### config.mk
export PLATFORM = sky130hd
export DESIGN_NAME = param_bus_processor
export DESIGN_NICKNAME = d
export VERILOG_FILES = /design/src/rtl/param_bus_proc_pkg.sv /design/src/rtl/param_bus_alu.sv /design/src/rtl/param_bus_processor.sv
export SDC_FILE = /design/constraint.sdc
export NUM_CORES = 1
export LEC_CHECK = 0
export CAP_MARGIN = 0
export CORE_MARGIN = 2
export CORE_UTILIZATION = 37
export DETAILED_ROUTE_END_ITERATION = 12
export GPL_ROUTABILITY_DRIVEN = 0
export SLEW_MARGIN = 20
export SYNTH_ARGS = -nofsm -noshare
export SYNTH_HDL_FRONTEND = slang
export SYNTH_SLANG_ARGS = --single-unit
export TNS_END_PERCENT = 10
### constraint.sdc
create_clock -name clock -period 5 [get_ports clock]
set_clock_uncertainty 0.2 [all_clocks]
set_input_delay 1 -clock clock [delete_from_list [all_inputs] [get_ports clock]]
set_output_delay 1 -clock clock [all_outputs]
set_load 0.01 [all_outputs]
### src/rtl/param_bus_proc_pkg.sv
// Shared constants for the parametrised multicycle bus processor:
// opcodes, control-step encoding and bus-source select indices.
package param_bus_proc_pkg;

  localparam int unsigned OP_W = 3;

  localparam logic [OP_W-1:0] OP_MV  = 3'b000;
  localparam logic [OP_W-1:0] OP_MVI = 3'b001;
  localparam logic [OP_W-1:0] OP_ADD = 3'b010;
  localparam logic [OP_W-1:0] OP_SUB = 3'b011;
  localparam logic [OP_W-1:0] OP_AND = 3'b100;
  localparam logic [OP_W-1:0] OP_OR  = 3'b101;
  localparam logic [OP_W-1:0] OP_XOR = 3'b110;
  localparam logic [OP_W-1:0] OP_SLT = 3'b111;

  typedef enum logic [1:0] {T0, T1, T2, T3} state_t;

  // One-hot bus select layout: {R(N-1)..R0, G, DIN}
  localparam int unsigned SEL_DIN = 0;
  localparam int unsigned SEL_G   = 1;
  localparam int unsigned SEL_R0  = 2;

endpackage

### src/rtl/param_bus_alu.sv
// Combinational ALU: result = a op b; mv/mvi codes pass b through.
module param_bus_alu
  import param_bus_proc_pkg::*;
#(
  parameter int unsigned DATA_W = 16
) (
  input  logic [OP_W-1:0]   op,
  input  logic [DATA_W-1:0] a,
  input  logic [DATA_W-1:0] b,
  output logic [DATA_W-1:0] result
);

  always_comb begin
    result = '0;
    case (op)
      OP_ADD:  result = a + b;
      OP_SUB:  result = a - b;
      OP_AND:  result = a & b;
      OP_OR:   result = a | b;
      OP_XOR:  result = a ^ b;
      OP_SLT:  result = DATA_W'($signed(a) < $signed(b));
      default: result = b;
    endcase
  end

endmodule

### src/rtl/param_bus_processor.sv
// Multicycle bus processor: register file, T0..T3 control FSM and a
// one-hot shared bus carrying DIN, G or one general register per cycle.
module param_bus_processor
  import param_bus_proc_pkg::*;
#(
  parameter int unsigned DATA_W   = 16,
  parameter int unsigned NUM_REGS = 8
) (
  input  logic              clock,
  input  logic              reset,
  input  logic              run,
  input  logic [DATA_W-1:0] DIN,
  output logic              done,
  output logic [DATA_W-1:0] busWires,
  output logic              zero
);

  localparam int unsigned REG_BITS = $clog2(NUM_REGS);
  localparam int unsigned IR_W     = OP_W + 2 * REG_BITS;
  localparam int unsigned SEL_W    = SEL_R0 + NUM_REGS;

  state_t                state, next_state;
  logic [IR_W-1:0]       ir;
  logic [DATA_W-1:0]     a, g, bus_val, alu_result;
  logic [DATA_W-1:0]     r [NUM_REGS];
  logic [SEL_W-1:0]      sel;
  logic [NUM_REGS-1:0]   reg_sel, x_hot, y_hot;
  logic                  ir_load, a_load, g_load, rx_write;
  logic [OP_W-1:0]       ir_op;
  logic [REG_BITS-1:0]   ir_x, ir_y;

  assign ir_op   = ir[IR_W-1 -: OP_W];
  assign ir_x    = ir[2*REG_BITS-1 -: REG_BITS];
  assign ir_y    = ir[REG_BITS-1:0];
  assign x_hot   = NUM_REGS'(1) << ir_x;
  assign y_hot   = NUM_REGS'(1) << ir_y;
  assign reg_sel = sel[SEL_R0 +: NUM_REGS];

  param_bus_alu #(.DATA_W(DATA_W)) u_alu (
    .op     (ir_op),
    .a      (a),
    .b      (bus_val),
    .result (alu_result)
  );

  always_ff @(posedge clock) begin
    if (reset) begin
      state <= T0;
      ir    <= '0;
      a     <= '0;
      g     <= '0;
      zero  <= 1'b0;
      r     <= '{default: '0};
    end else begin
      state <= next_state;
      if (ir_load) ir <= DIN[IR_W-1:0];
      if (a_load)  a  <= bus_val;
      if (g_load) begin
        g    <= alu_result;
        zero <= (alu_result == '0);
      end
      if (rx_write) r[ir_x] <= bus_val;
    end
  end

  // Control steps: decode state+IR into bus select and load strobes
  always_comb begin
    next_state = state;
    done       = 1'b0;
    sel        = '0;
    ir_load    = 1'b0;
    a_load     = 1'b0;
    g_load     = 1'b0;
    rx_write   = 1'b0;
    case (state)
      T0: begin
        if (run) begin
          ir_load    = 1'b1;
          next_state = T1;
        end
      end
      T1: begin
        if (ir_op == OP_MV) begin
          sel[SEL_R0 +: NUM_REGS] = y_hot;
          rx_write   = 1'b1;
          done       = 1'b1;
          next_state = T0;
        end else if (ir_op == OP_MVI) begin
          sel[SEL_DIN] = 1'b1;
          rx_write     = 1'b1;
          done         = 1'b1;
          next_state   = T0;
        end else begin
          sel[SEL_R0 +: NUM_REGS] = x_hot;
          a_load     = 1'b1;
          next_state = T2;
        end
      end
      T2: begin
        sel[SEL_R0 +: NUM_REGS] = y_hot;
        g_load     = 1'b1;
        next_state = T3;
      end
      T3: begin
        sel[SEL_G] = 1'b1;
        rx_write   = 1'b1;
        done       = 1'b1;
        next_state = T0;
      end
      default: next_state = T0;
    endcase
  end

  // Bus mux: OR of selected sources, zero when nothing drives
  always_comb begin
    bus_val = '0;
    if (sel[SEL_DIN]) bus_val = bus_val | DIN;
    if (sel[SEL_G])   bus_val = bus_val | g;
    for (int i = 0; i < NUM_REGS; i++) begin
      if (reg_sel[REG_BITS'(i)]) bus_val = bus_val | r[REG_BITS'(i)];
    end
  end

  assign busWires = bus_val;

endmodule

==> results of run 1 <==
worst min-delay path by stage:
stage                         endpoint  slack, ns  cells after the start
floorplan            g[2]$_SDFFE_PP0N_       0.25                      2
global placement    ir[0]$_SDFFE_PP0P_       0.28                      2
detailed placement  ir[0]$_SDFFE_PP0P_       0.29                      2
CTS                  g[1]$_SDFFE_PP0N_       0.30                      2
global route        r[91]$_SDFFE_PP0P_       0.32                      2
finish               g[1]$_SDFFE_PP0N_       0.30                      2
layout by cell type (no fill, tap or decap), types with 11 or more instances in the layout:
master | synthesis | layout
nand2_1 | 56 | 54
buf_4 | 2 | 83
dfxtp_1 | 108 | 107
a211oi_1 | 84 | 84
o21ai_0 | 35 | 34
a22oi_1 | 20 | 19
o211ai_1 | 12 | 12
a21oi_1 | 42 | 42
nor2_1 | 131 | 129
clkdlybuf4s50_1 | 0 | 35
ha_1 | 57 | 55
a222oi_1 | 12 | 12
nand3_1 | 24 | 24
inv_1 | 55 | 55
mux2i_1 | 11 | 11
nor3_1 | 22 | 21
through the flow:
stage	worst slack (ns)	hold slack [ns]	TNS [ns]
2_1_floorplan	0.0985	0.246	0
3_3_place_gp	-0.0228	0.275	-0.0228
3_5_place_dp	-0.0156	0.287	-0.0156
4_1_cts	0.0634	0.298	0
5_1_grt	-0.0334	0.318	-0.0334
6_report	0.142	0.299	0
cells by family after synthesis:
family | count (synthesis) | share of synthesized area (%)
XOR/XNOR | 9 | 1.05
AO/OA/AOI/OAI | 314 | 31.6
flip-flops | 108 | 28.8
multiplexers | 11 | 1.47
adder cells (fa/ha/maj) | 59 | 10.0
buffers and inverters | 134 | 7.19
AND/OR/NAND/NOR | 306 | 19.8
timing repair:
| item | 4_1_cts | 5_1_grt |
|---|---|---|
| cloned | 0 | 0 |
| setup buffers | 0 | 3 |
| pin swaps | 0 | 9 |
| gates resized for setup | 1 | 31 |
| endpoints found under the setup margin | 1 | 6 |
sequential cells by signal, summed over array words and instances, names as in the netlist, named ones only:
name,count
r,64
zero,1
ir,9
state,1
a,16
g,16
layout make-up:
type	instances	share of cell area, %
clock inverters	7	0.900
inverters	59	2.45
repair buffers	120	11.2
well taps	270	3.74
multi-input cells	699	55.2
clock buffers	9	2.49
flip-flops and latches	108	23.9
power groups by stage:
| stage | sequential (uW) | clock [uW] | combinational, uW |
|---|---|---|---|
| 2_1_floorplan | 941 | 0 | 394 |
| 5_1_grt | 942 | 796 | 675 |
| 3_5_place_dp | 954 | 0 | 582 |
| 6_report | 935 | 749 | 622 |
| 4_1_cts | 934 | 770 | 586 |
| 3_3_place_gp | 953 | 0 | 581 |
worst max-delay path, delay by kind of cell, from the launching register on:
kind	cells	cell delay, ns
buffers and inverters	4	0.57
adder cells (fa/ha/maj)	2	0.50
AND/OR/NAND/NOR	6	1.05
AO/OA/AOI/OAI	8	2.11
flip-flops	1	0.37
metal layers:
layer | vias up | global-route usage [%]
met3 | 29 | 3.50
met2 | 272 | 36.5
li1 | 3565 | -
met4 | 0 | 5.49
met1 | 3508 | 31.8
met5 | - | 0
==> flow_summary.toml, run 1 <==
[sta]
maxSlewViolCount = 0
period_share_pct = 97.2
setup_viol = 0
fmax_mhz = 206
min_period_ns = 4.86
hold_viol = 0
slew_headroom_pct = 45.7
worstMarginPinSlew_ns = 0.811

[global_route]
grt_max_degree = 74
first_global_vias = 6779
grt_pass1_wl_um = 38600
antenna_found_initial = 0
overflow = 0
grt.total_usage_pct = 22.6

[logic_synthesis]
synth_ff_type = "dfxtp_1"
yosys-top-cells-count = "nor2_1, dfxtp_1, a211oi_1, clkbuf_1, ha_1"
synthTopCellsByArea = "dfxtp_1, ha_1, a211oi_1"
synth_area_um2 = 7500
syn_inst = 941
synth-seq-cells = 108
syn_nets = 1019
synth_edf_count = 0
yosysTopAreaCellShare_pct = 28.8
seq_area_frac_synth_pct = 28.8
ys_types = 84
syn_avg_cell_area_um2 = 7.97
yosys_warnings = 0
ys_async_sr_fraction_pct = 0
synth_top_area_cell = "dfxtp_1"
synth_most_common_cell = "nor2_1"

[worst_hold_path]
hold_class = "reg -> reg"
hold_path_startpoint = "g[1]$_SDFFE_PP0N_"

[place]
dpl_cell_area_um2 = 8540
hpwl_um = 17900
dp.cells = 1253
numPortBuffers = 36

[routing]
drcViolationCount = 0
first_iter_violations = 657
dr_total_vias = 7374
maxUsedRoutingLayer = "met4"
firstDrtPassIters = 6
wl_per_cell_um = 19.6
via_per_inst = 5.80
met3WireLength_um = 1550
wl_met1_um = 11400
met2WireLength_um = 11400
drt-total-wl_um = 24900
antenna_left = 0

[floorplan]
die_h_um = 146
fp.coreArea_um2 = 20000
rows = 52
start_util_pct = 37.4
io-pin-count = 37
die_w_um = 146
dieArea_um2 = 21400

[critical_path]
crit_slowest_cell = "dfxtp_1"
cp.required_ns = 5.12
worstReg2RegEnd = "zero$_SDFFE_PP0N_"
startpoint_type = "flop"
critPathArrivalTime_ns = 4.97
cp-endpoint = "zero$_SDFFE_PP0N_"
crit_type = "reg -> reg"
crit_path_max_incr_delay_ns = 0.37
path_cells = "inv_1 > ha_2 > nor4b_4 > buf_4 > o211ai_1 > nand2_2 > buf_12 > a221o_1 > a221oi_4 > ha_4 > buf_4 > nor2b_1 > a22oi_2 > nand4_1 > a31oi_2 > nor2_1 > a311oi_1 > a31oi_1 > nor4_2 > a32o_2"
critPathCaptureType = "flop"
crit_fanout = 13
reg2reg_depth = 20
r2r_slack_ns = 0.14
cpMostUsedCell = "buf_4"

[cts]
cts_tree = "built"
clock_insertion_delay_worst_skew_ns = 0.36
cts.sinks = 108
cts_made_buffers = 9
hold_buffers = 0
h-tree-depth = 3
clkSlewWorstSetupHoldPaths_ns = 0.09
cts-root-buf = "clkbuf_16"
ctsLongestPathBuffers = 2

[run_status]
status = "complete, no violations"

[layout]
syn2layout_area_growth_pct = 20.4
nFillCells = 2039
area.sequential_um2 = 2160
final_util_pct = 45.1
fin_area_um2 = 9030
drive_gt1_share_pct = 15.6
multi_input_area_um2 = 4990
fin_nets = 1075
final_cells = 1272
antenna_cells = 0

[power]
switching_power_uw = 791
ir_worst_vdd_uv = 188
p_clk_share_pct = 32.5
p_per_area_nw_per_um2 = 255
power_frac_seq_pct = 40.6
p_int_uw = 1510
combPwrFrac_pct = 27.0
total_power_uw = 2310
sw_frac_of_total_pct = 34.3
leakagePower_uw = 0.00334

[job]
cap_viol_max_count = 0
Note: power is estimated with default switching activity, not from simulation.
==> inputs of run 2 (changes only) <==
- CORE_UTILIZATION: 37 -> 55
- PLACE_DENSITY: unset -> 0.77
==> flow_summary.toml, run 2 (synthesis results as in run 1) <==
[routing]
drcViolationCount = 0
maxUsedRoutingLayer = "met4"
firstDrtPassIters = 8
antenna_left = 0
wl_met1_um = 9840
first_iter_violations = 843
met3WireLength_um = 1870
dr_total_vias = 7393
drt-total-wl_um = 23200
wl_per_cell_um = 20.0
met2WireLength_um = 10600
via_per_inst = 6.37

[critical_path]
cp.required_ns = 5.06
critPathArrivalTime_ns = 4.92
worstReg2RegEnd = "zero$_SDFFE_PP0N_"
crit_type = "reg -> reg"
startpoint_type = "flop"
critPathCaptureType = "flop"
r2r_slack_ns = 0.14
reg2reg_depth = 20
crit_fanout = 6

[floorplan]
fp.coreArea_um2 = 13300
rows = 42
die_w_um = 121
start_util_pct = 56.4
io-pin-count = 37
die_h_um = 121
dieArea_um2 = 14600

[layout]
antenna_cells = 0
final_cell_mix = "nor2_1, dfxtp_1, a211oi_1"
largest_reg_flops = 64
final_util_pct = 65.3
nFillCells = 1129
drive_gt1_share_pct = 13.0
top_regs = "r (64), a (16), g (16)"
syn2layout_area_growth_pct = 15.6
multi_input_area_um2 = 4910
area.sequential_um2 = 2160
final_common_cell = "nor2_1"
final_cells = 1160
regMostFlops = "r"
fin_nets = 1057

[global_route]
grt_pass1_wl_um = 36800
antenna_found_initial = 0
first_global_vias = 6774
overflow = 0
grt.total_usage_pct = 32.2
grt_max_degree = 59

[power]
leakagePower_uw = 0.00322
ir_worst_vdd_uv = 270
p_per_area_nw_per_um2 = 259
total_power_uw = 2250

[place]
dp.cells = 1142
pre_cts_ws_ns = -0.0389
hpwl_um = 16900
numPortBuffers = 36

[cts]
h-tree-depth = 3
cts.sinks = 108
clkSlewWorstSetupHoldPaths_ns = 0.08
ctsLongestPathBuffers = 2
clock_insertion_delay_worst_skew_ns = 0.36
cts_made_buffers = 9
cts-root-buf = "clkbuf_16"
hold_buffers = 0
cts_tree = "built"

[worst_hold_path]
holdPathStages = 2
hold_class = "reg -> reg"
hold_path_startpoint = "g[9]$_SDFFE_PP0N_"
min_to = "g[9]$_SDFFE_PP0N_"

[sta]
hold_viol = 0
setup_viol = 0
min_period_ns = 4.86
slew_headroom_pct = 46.4
worstMarginPinSlew_ns = 0.801
layout_setup_ws_ns = 0.142
maxSlewViolCount = 0
fmax_mhz = 206
period_share_pct = 97.2

[job]
cap_viol_max_count = 0

[run_status]
status = "complete, no violations"
run 2: power breakdown:
| part | internal [uW] | total, uW | switching (uW) |
|---|---|---|---|
| registers | 900 | 936 | 36.4 |
| logic | 236 | 588 | 353 |
| clock network | 362 | 723 | 361 |
run 2: critical path: stages (launching register included):
cell      delay (ns)
dfxtp_1         0.36
inv_1           0.09
ha_1            0.25
nor4b_4         0.16
buf_4           0.16
a221oi_4        0.25
nor2_2          0.09
a222oi_1        0.33
and3_1          0.23
inv_1           0.08
ha_1            0.25
fa_1            0.44
a211o_1         0.34
a31oi_2         0.22
o21bai_1        0.11
a2111o_1        0.41
o211ai_1        0.09
a21boi_2        0.21
nor4_1          0.09
and4b_1         0.20
a32o_1          0.19
run 2: metrics by stage:
step	area, um2	setup TNS [ns]	hold slack, ns
final	8680	0	0.287
after global routing	8680	-0.0213	0.309
after CTS	8600	0	0.281
after detailed placement	8280	-0.0389	0.268
after global placement	8280	-0.0259	0.271
after floorplan	7500	0	0.246
run 2: worst max-delay path by stage:
stage,cells past startpoint,end,slack [ns],start
after floorplan,21,zero$_SDFFE_PP0N_,0.1,state[0]$_SDFFE_PP0P_
after global placement,14,zero$_SDFFE_PP0N_,-0.03,DIN[1]
after detailed placement,17,zero$_SDFFE_PP0N_,-0.04,state[0]$_SDFFE_PP0P_
after CTS,19,zero$_SDFFE_PP0N_,0.003,state[0]$_SDFFE_PP0P_
after global routing,18,zero$_SDFFE_PP0N_,-0.02,state[0]$_SDFFE_PP0P_
final,20,zero$_SDFFE_PP0N_,0.14,flop
run 2: layout make-up:
class                   instances  area share (%)
inverters                      59            2.55
clock buffers                  10            2.75
well taps                     176            2.54
multi-input cells             699            56.6
repair buffers                102            9.98
clock inverters                 6           0.620
flip-flops and latches        108            24.9
run 2: timing repair:
item                                   in CTS  in global routing
gates resized for setup                     3                 16
buffers inserted                            0                  2
setup endpoints to repair                   1                  4
endpoints found under the hold margin       0                  0
pin swaps                                   0                  1
run 2: routing by layer:
metal / vias to the layer above / GRT usage, %
met3: 64 / 6.65
met4: 0 / 14.4
li1: 3530 / -
met1: 3438 / 42.2
met2: 361 / 51.0
met5: - / 0
